--- src/rtl/irq_ctrl_pkg.sv ---
// Shared definitions for the interrupt controller: register map defaults, FSM state codes
// and the vector arithmetic used when a source is accepted.
package irq_ctrl_pkg;

    localparam logic [7:0] ADDR_VBASE_DEF = 8'd250;
    localparam logic [7:0] ADDR_MASK_DEF  = 8'd248;
    localparam logic [7:0] ADDR_PEND_DEF  = 8'd247;
    localparam logic [7:0] ADDR_STAT_DEF  = 8'd246;

    typedef enum logic [1:0] {
        IRQ_IDLE = 2'd0,
        IRQ_REQ  = 2'd1,
        IRQ_SVC  = 2'd2
    } irq_state_t;

    // Handler address wraps inside the 8-bit space.
    function automatic logic [7:0] irq_vec_calc(input logic [7:0] vbase,
                                                input logic [2:0] id,
                                                input int         shift);
        logic [7:0] off;
        off = {5'b00000, id} << shift;
        return vbase + off;
    endfunction

endpackage

--- src/rtl/irq_prio_enc.sv ---
// Fixed-priority encoder, lowest set index wins; purely combinational, no backpressure.
module irq_prio_enc #(
    parameter int N = 4
) (
    input  logic [N-1:0] req,
    output logic         vld,
    output logic [2:0]   id
);

    always_comb begin
        vld = |req;
        id  = 3'd0;
        for (int i = N - 1; i >= 0; i--) begin
            if (req[i]) id = 3'(i);
        end
    end

endmodule

--- src/rtl/irq_ctrl.sv ---
// Edge-latching, masked, fixed-priority interrupt controller with an MMIO register file.
// Source edge to int_req in SYNC_STAGES+2 clocks; one request in flight, held until int_ack/int_done.
module irq_ctrl
    import irq_ctrl_pkg::*;
#(
    parameter int         N_SRC       = 4,
    parameter int         SYNC_STAGES = 2,
    parameter int         VEC_SHIFT   = 2,
    parameter logic [7:0] ADDR_VBASE  = ADDR_VBASE_DEF,
    parameter logic [7:0] ADDR_MASK   = ADDR_MASK_DEF,
    parameter logic [7:0] ADDR_PEND   = ADDR_PEND_DEF,
    parameter logic [7:0] ADDR_STAT   = ADDR_STAT_DEF
) (
    input  logic             clock,
    input  logic             reset,
    input  logic [N_SRC-1:0] src_irq,
    input  logic [7:0]       access_addr,
    input  logic [7:0]       w_data,
    input  logic             w_en,
    output logic [7:0]       r_data,
    output logic             r_hit,
    input  logic             int_ack,
    input  logic             int_done,
    output logic             int_req,
    output logic [7:0]       int_vec
);

    logic [N_SRC-1:0] synced;
    logic [N_SRC-1:0] sync_prev;
    logic [N_SRC-1:0] src_edge;
    logic [N_SRC-1:0] pend;
    logic [N_SRC-1:0] mask;
    logic [N_SRC-1:0] w1c;
    logic [N_SRC-1:0] ack_clr;
    logic [N_SRC-1:0] req_vec;
    logic [7:0]       vbase;
    logic [7:0]       pend_ext;
    logic [7:0]       mask_ext;
    logic [2:0]       active_id;
    logic             win_vld;
    logic [2:0]       win_id;
    irq_state_t       state;

    generate
        if (SYNC_STAGES == 0) begin : g_nosync
            assign synced = src_irq;
        end else begin : g_sync
            logic [N_SRC-1:0] sync_q [SYNC_STAGES];
            always_ff @(posedge clock or posedge reset) begin
                if (reset) begin
                    for (int s = 0; s < SYNC_STAGES; s++) sync_q[s] <= '0;
                end else begin
                    sync_q[0] <= src_irq;
                    for (int s = 1; s < SYNC_STAGES; s++) sync_q[s] <= sync_q[s-1];
                end
            end
            assign synced = sync_q[SYNC_STAGES-1];
        end
    endgenerate

    assign src_edge = synced & ~sync_prev;
    assign w1c      = (w_en && access_addr == ADDR_PEND) ? w_data[N_SRC-1:0] : '0;
    assign req_vec  = pend & mask;

    always_comb begin
        ack_clr = '0;
        for (int i = 0; i < N_SRC; i++) begin
            ack_clr[i] = (state == IRQ_REQ) && int_ack && (active_id == 3'(i));
        end
    end

    irq_prio_enc #(.N(N_SRC)) u_prio (
        .req (req_vec),
        .vld (win_vld),
        .id  (win_id)
    );

    // A fresh edge is OR-ed in last so it survives both W1C and the ack clear.
    always_ff @(posedge clock or posedge reset) begin
        if (reset) begin
            sync_prev <= '0;
            pend      <= '0;
            mask      <= '0;
            vbase     <= 8'h00;
        end else begin
            sync_prev <= synced;
            pend      <= (pend & ~w1c & ~ack_clr) | src_edge;
            if (w_en && access_addr == ADDR_MASK)  mask  <= w_data[N_SRC-1:0];
            if (w_en && access_addr == ADDR_VBASE) vbase <= w_data;
        end
    end

    always_ff @(posedge clock or posedge reset) begin
        if (reset) begin
            state     <= IRQ_IDLE;
            int_req   <= 1'b0;
            int_vec   <= 8'h00;
            active_id <= 3'd0;
        end else begin
            case (state)
                IRQ_IDLE: begin
                    if (win_vld) begin
                        state     <= IRQ_REQ;
                        int_req   <= 1'b1;
                        active_id <= win_id;
                        int_vec   <= irq_vec_calc(vbase, win_id, VEC_SHIFT);
                    end
                end
                IRQ_REQ: begin
                    if (int_ack) begin
                        state   <= IRQ_SVC;
                        int_req <= 1'b0;
                    end
                end
                IRQ_SVC: begin
                    if (int_done) state <= IRQ_IDLE;
                end
                default: begin
                    state   <= IRQ_IDLE;
                    int_req <= 1'b0;
                end
            endcase
        end
    end

    always_comb begin
        pend_ext             = 8'h00;
        pend_ext[N_SRC-1:0]  = pend;
        mask_ext             = 8'h00;
        mask_ext[N_SRC-1:0]  = mask;
        r_data               = 8'h00;
        r_hit                = 1'b0;
        case (access_addr)
            ADDR_VBASE: begin r_data = vbase;    r_hit = 1'b1; end
            ADDR_MASK:  begin r_data = mask_ext; r_hit = 1'b1; end
            ADDR_PEND:  begin r_data = pend_ext; r_hit = 1'b1; end
            ADDR_STAT:  begin r_data = {state, 3'b000, active_id}; r_hit = 1'b1; end
            default:    begin r_data = 8'h00;    r_hit = 1'b0; end
        endcase
    end

endmodule
--- config.mk ---
export PLATFORM = sky130hd
export DESIGN_NAME = irq_ctrl
export DESIGN_NICKNAME = d
export VERILOG_FILES = /design/src/rtl/irq_ctrl_pkg.sv /design/src/rtl/irq_prio_enc.sv /design/src/rtl/irq_ctrl.sv
export SDC_FILE = /design/constraint.sdc
export NUM_CORES = 1
export LEC_CHECK = 0
export CORE_MARGIN = 10
export CORE_UTILIZATION = 44
export CTS_CLUSTER_DIAMETER = 200
export DETAILED_ROUTE_END_ITERATION = 10
export GPL_ROUTABILITY_DRIVEN = 0
export PLACE_DENSITY = 0.8
export SYNTH_ARGS = -nofsm -noshare
export SYNTH_HDL_FRONTEND = slang
export SYNTH_SLANG_ARGS = --single-unit
--- constraint.sdc ---
create_clock -name clock -period 1.75 [get_ports clock]
set_input_delay 0.35 -clock clock [delete_from_list [all_inputs] [get_ports clock]]
set_output_delay 0.35 -clock clock [all_outputs]
set_load 0.02 [all_outputs]
==> reports/qor.txt <==
RUN STATUS
----------------------------------------------------------------------------------
Status                                                                finished with violations
Violations in the final reports                                       setup timing

FINISH
----------------------------------------------------------------------------------
Antenna cells                                                                    0
Post-route cell area                                                      2736 um2
Post-layout nets                                                               261
Count of non-filler cells in the finished layout                               284
Area added between synthesis and finish                                     48.67%
Filler Cell Count                                                              311
Share of post-route cells with drive strength above 1                       0.4103

CRITICAL PATH
----------------------------------------------------------------------------------
Delay of the slowest critical-path stage                                   0.43 ns
Capturing element type of the critical path                               register
Critical Path Source Type                                                 register
Required time of the worst setup path                                      1.93 ns
Crit path max-delay cell type                                         sky130_fd_sc_hd__fa_2
Cell type group with the largest total delay on the critical path      adder cells
Worst path arrival time                                                    1.98 ns
Buf+Inv Stages, Crit Path                                                        0
Highest fanout seen on the critical path                                         3
Kind of critical path                                                 register to register
Crit-path cells                                                       nand2_1 > a32oi_2 > a21oi_2 > ha_2 > fa_2 > mux2_2

LOGIC SYNTHESIS
----------------------------------------------------------------------------------
Post-synthesis instance total                                                  154
Fraction of the yosys area taken by sequential cells                        0.5574
Number of nets in the synthesized netlist                                      182
Commonest cells in the netlist                                        sky130_fd_sc_hd__dfrtp_1 (41), sky130_fd_sc_hd__mux2_2 (17), sky130_fd_sc_hd__nand2_1 (17)
Post-synth EDFFs                                                                 0
Count of state elements after synthesis                                         41
Cell type with the largest total area after synthesis                 sky130_fd_sc_hd__dfrtp_1
Most frequent cell after synthesis                                    sky130_fd_sc_hd__dfrtp_1
Fraction of post-synthesis cell area in the top cell type by area           0.5574
Leading post-synthesis cells by cell area                             sky130_fd_sc_hd__dfrtp_1 (56%), sky130_fd_sc_hd__mux2_2 (10%), sky130_fd_sc_hd__nand2_1 (3.5%)
Dominant register cell in the synthesized netlist                     sky130_fd_sc_hd__dfrtp_1
Netlist area before placement                                             1841 um2
Async set-reset flop share out of synthesis                                  1.000
Synth unique cells                                                              35
Yosys warning count                                                              0
Avg Inst Size Synth                                                      11.95 um2

PLACED DESIGN
----------------------------------------------------------------------------------
Pre-CTS setup slack                                                     -0.8169 ns
Total placed cells including tap cells                                         267
Placed instance area                                                      2496 um2
Half-perimeter wire length of the detailed placement result                3214 um
I/O Buffers                                                                     42

TIMING
----------------------------------------------------------------------------------
Transition time of the tightest slew-check pin                           0.3491 ns
TNS Setup                                                               -0.1012 ns
Max transition margin                                                       0.7672
Final worst setup slack                                                -0.05349 ns
Post-layout minimum cycle time                                            1.803 ns
Period utilization                                                           1.031
Unrepaired setup endpoints after global routing                                yes
Achievable clock frequency                                               554.5 MHz
Clock Skews                                                            0.007322 ns
Setup violations, final                                                          4
Final hold violation count                                                       0
Post-route worst hold slack                                              0.3503 ns
Max-slew violations                                                              0

CTS
----------------------------------------------------------------------------------
CTS hold repair buffers                                                          0
CTS Buffer Depth                                                                 2
CTS H-Tree Depth                                                                 2
Clk pin slew, worst setup/hold paths                                       0.07 ns
Number of CTS-inserted buffers                                                   5
Clock insertion delay at the later pin of the skew report                  0.30 ns
Clk root buf                                                          sky130_fd_sc_hd__clkbuf_8
Clock tree from TritonCTS                                                      yes
Number of clock sinks                                                           41

GRT
----------------------------------------------------------------------------------
Global-route wire length before repair                                     7465 um
Total congestion overflow after global routing                                   0
Maximum number of pins on one net before global-route repair                    42
Number of antenna violations at the first check in global routing                0
GRT Util Overall                                                            0.1274
Via count of the first global-routing pass                                    1550

ROUTE
----------------------------------------------------------------------------------
Total via count after detailed routing                                        1477
Remaining number of nets flagged by the antenna check after routing              0
Total DRC errors in the routed layout                                            0
Wire length after detailed routing                                         4563 um
Iter 0 DRT Violations                                                           75
Number of detailed-routing iterations run before antenna repair                  4
Vias per std cell                                                            5.201
Post-DR wirelength/cell                                                   16.07 um

DIE
----------------------------------------------------------------------------------
Full die area                                                             7170 um2
Width of the chip                                                         84.68 um
Effective utilization at floorplan                                          0.4568
Site row count                                                                  23
Floorplan die height                                                      84.68 um
Boundary Pins                                                                   43
Area of the placeable core                                                4029 um2

PWR
----------------------------------------------------------------------------------
Power density of the placed cells                                     960.7 nW/um2
Max VDD drop                                                           0.0006316 V
Reported leakage power                                                    1.287 nW

FLOW RUN
----------------------------------------------------------------------------------
Maxcap violations                                                                0

WORST HOLD PATH
----------------------------------------------------------------------------------
Class of the tightest hold or removal check                           register to register

==> cells in the final DEF (no fill, tap or decap), drive strengths merged <==
cell type,n
a21o,2
a21oi,6
a22o,4
a22oi,6
a32o,2
a32oi,1
and2,2
and2b,1
and3,2
and3b,1
and4b,1
buf,45
bufinv,1
clkbuf,7
clkdlybuf4s15,3
clkdlybuf4s50,25
dfrtp,41
fa,1
ha,2
inv,5
mux2,17
nand2,19
nand2b,4
nand3,4
nand3b,1
nand4,2
nor2,7
nor2b,4
nor3,3
nor4,1
o21ai,8
o22ai,2
xnor2,1
xor2,3
==> power by group <==
group          internal, mW  switching (mW)
Combinational         0.353           0.320
Sequential             1.08           0.104
Clock                 0.465           0.303
==> cells by family after synthesis <==
family                   count (synthesis)  synth area share
AND/OR/NAND/NOR                         52            0.1679
buffers and inverters                    6           0.01291
multiplexers                            17            0.1040
XOR/XNOR                                 4           0.01904
adder cells (fa/ha/maj)                  3           0.02447
flip-flops                              41            0.5574
AO/OA/AOI/OAI                           31            0.1142
==> worst paths after layout <==
path	from	end	slack (ns)	cells past startpoint
setup / recovery	mask[2]	int_vec[3]	-0.05	6
hold / removal	g_sync.sync_q[7]	synced[3]	0.35	0
setup reg to reg	mask[2]	int_vec[3]	-0.05	6
hold reg to reg	g_sync.sync_q[7]	synced[3]	0.35	0
max in group asynchronous	reset	mask[0]	1.14	3
min in group asynchronous	reset	vbase[6]	0.40	3
==> per-stage QoR <==
stage | power, mW | util
final | 2.629 | 0.6792
after global routing | 2.767 | 0.6792
after CTS | 2.638 | 0.6624
after detailed placement | 1.855 | 0.6196
after global placement | 1.841 | 0.6196
after floorplan | 1.504 | -
==> worst reg2reg max path, cell delays in order, from the launching register on <==
cell                      delay [ns]
sky130_fd_sc_hd__dfrtp_1        0.40
sky130_fd_sc_hd__nand2_1        0.09
sky130_fd_sc_hd__a32oi_2        0.12
sky130_fd_sc_hd__a21oi_2        0.17
sky130_fd_sc_hd__ha_2           0.22
sky130_fd_sc_hd__fa_2           0.43
sky130_fd_sc_hd__mux2_2         0.27
==> flip-flops by register name (all words and copies together) (netlist names) <==
name,cells
vbase,8
int_req,1
mask,4
int_vec,8
synced,4
pend,4
active_id,2
state,2
sync_prev,4
g_sync.sync_q,4
==> final cells by class <==
class	instances	area, um2	share of cell area
clock buffer	7	86.33	0.03155
clock inverter	1	30.03	0.01097
inverter	5	18.77	0.006859
multi-input combinational	107	872.1	0.3187
sequential	41	1026	0.3749
tap	50	62.56	0.02286
timing repair buffer	73	640.6	0.2341
==> per-layer routing <==
metal	part of all wire	vias to the layer above	GRT usage
met2	0.46	44	0.1977
li1	-	713	-
met4	0.016	0	0.04341
met3	0.065	9	0.04638
met5	0	-	0
met1	0.46	711	0.1592
==> timing repair <==
| action | CTS | global route |
|---|---|---|
| pin swaps | 8 | 9 |
| setup endpoints to repair | 14 | 13 |
| setup buffers | 5 | 5 |
| resized for setup | 81 | 20 |
Power figures use the tool's default switching activity.
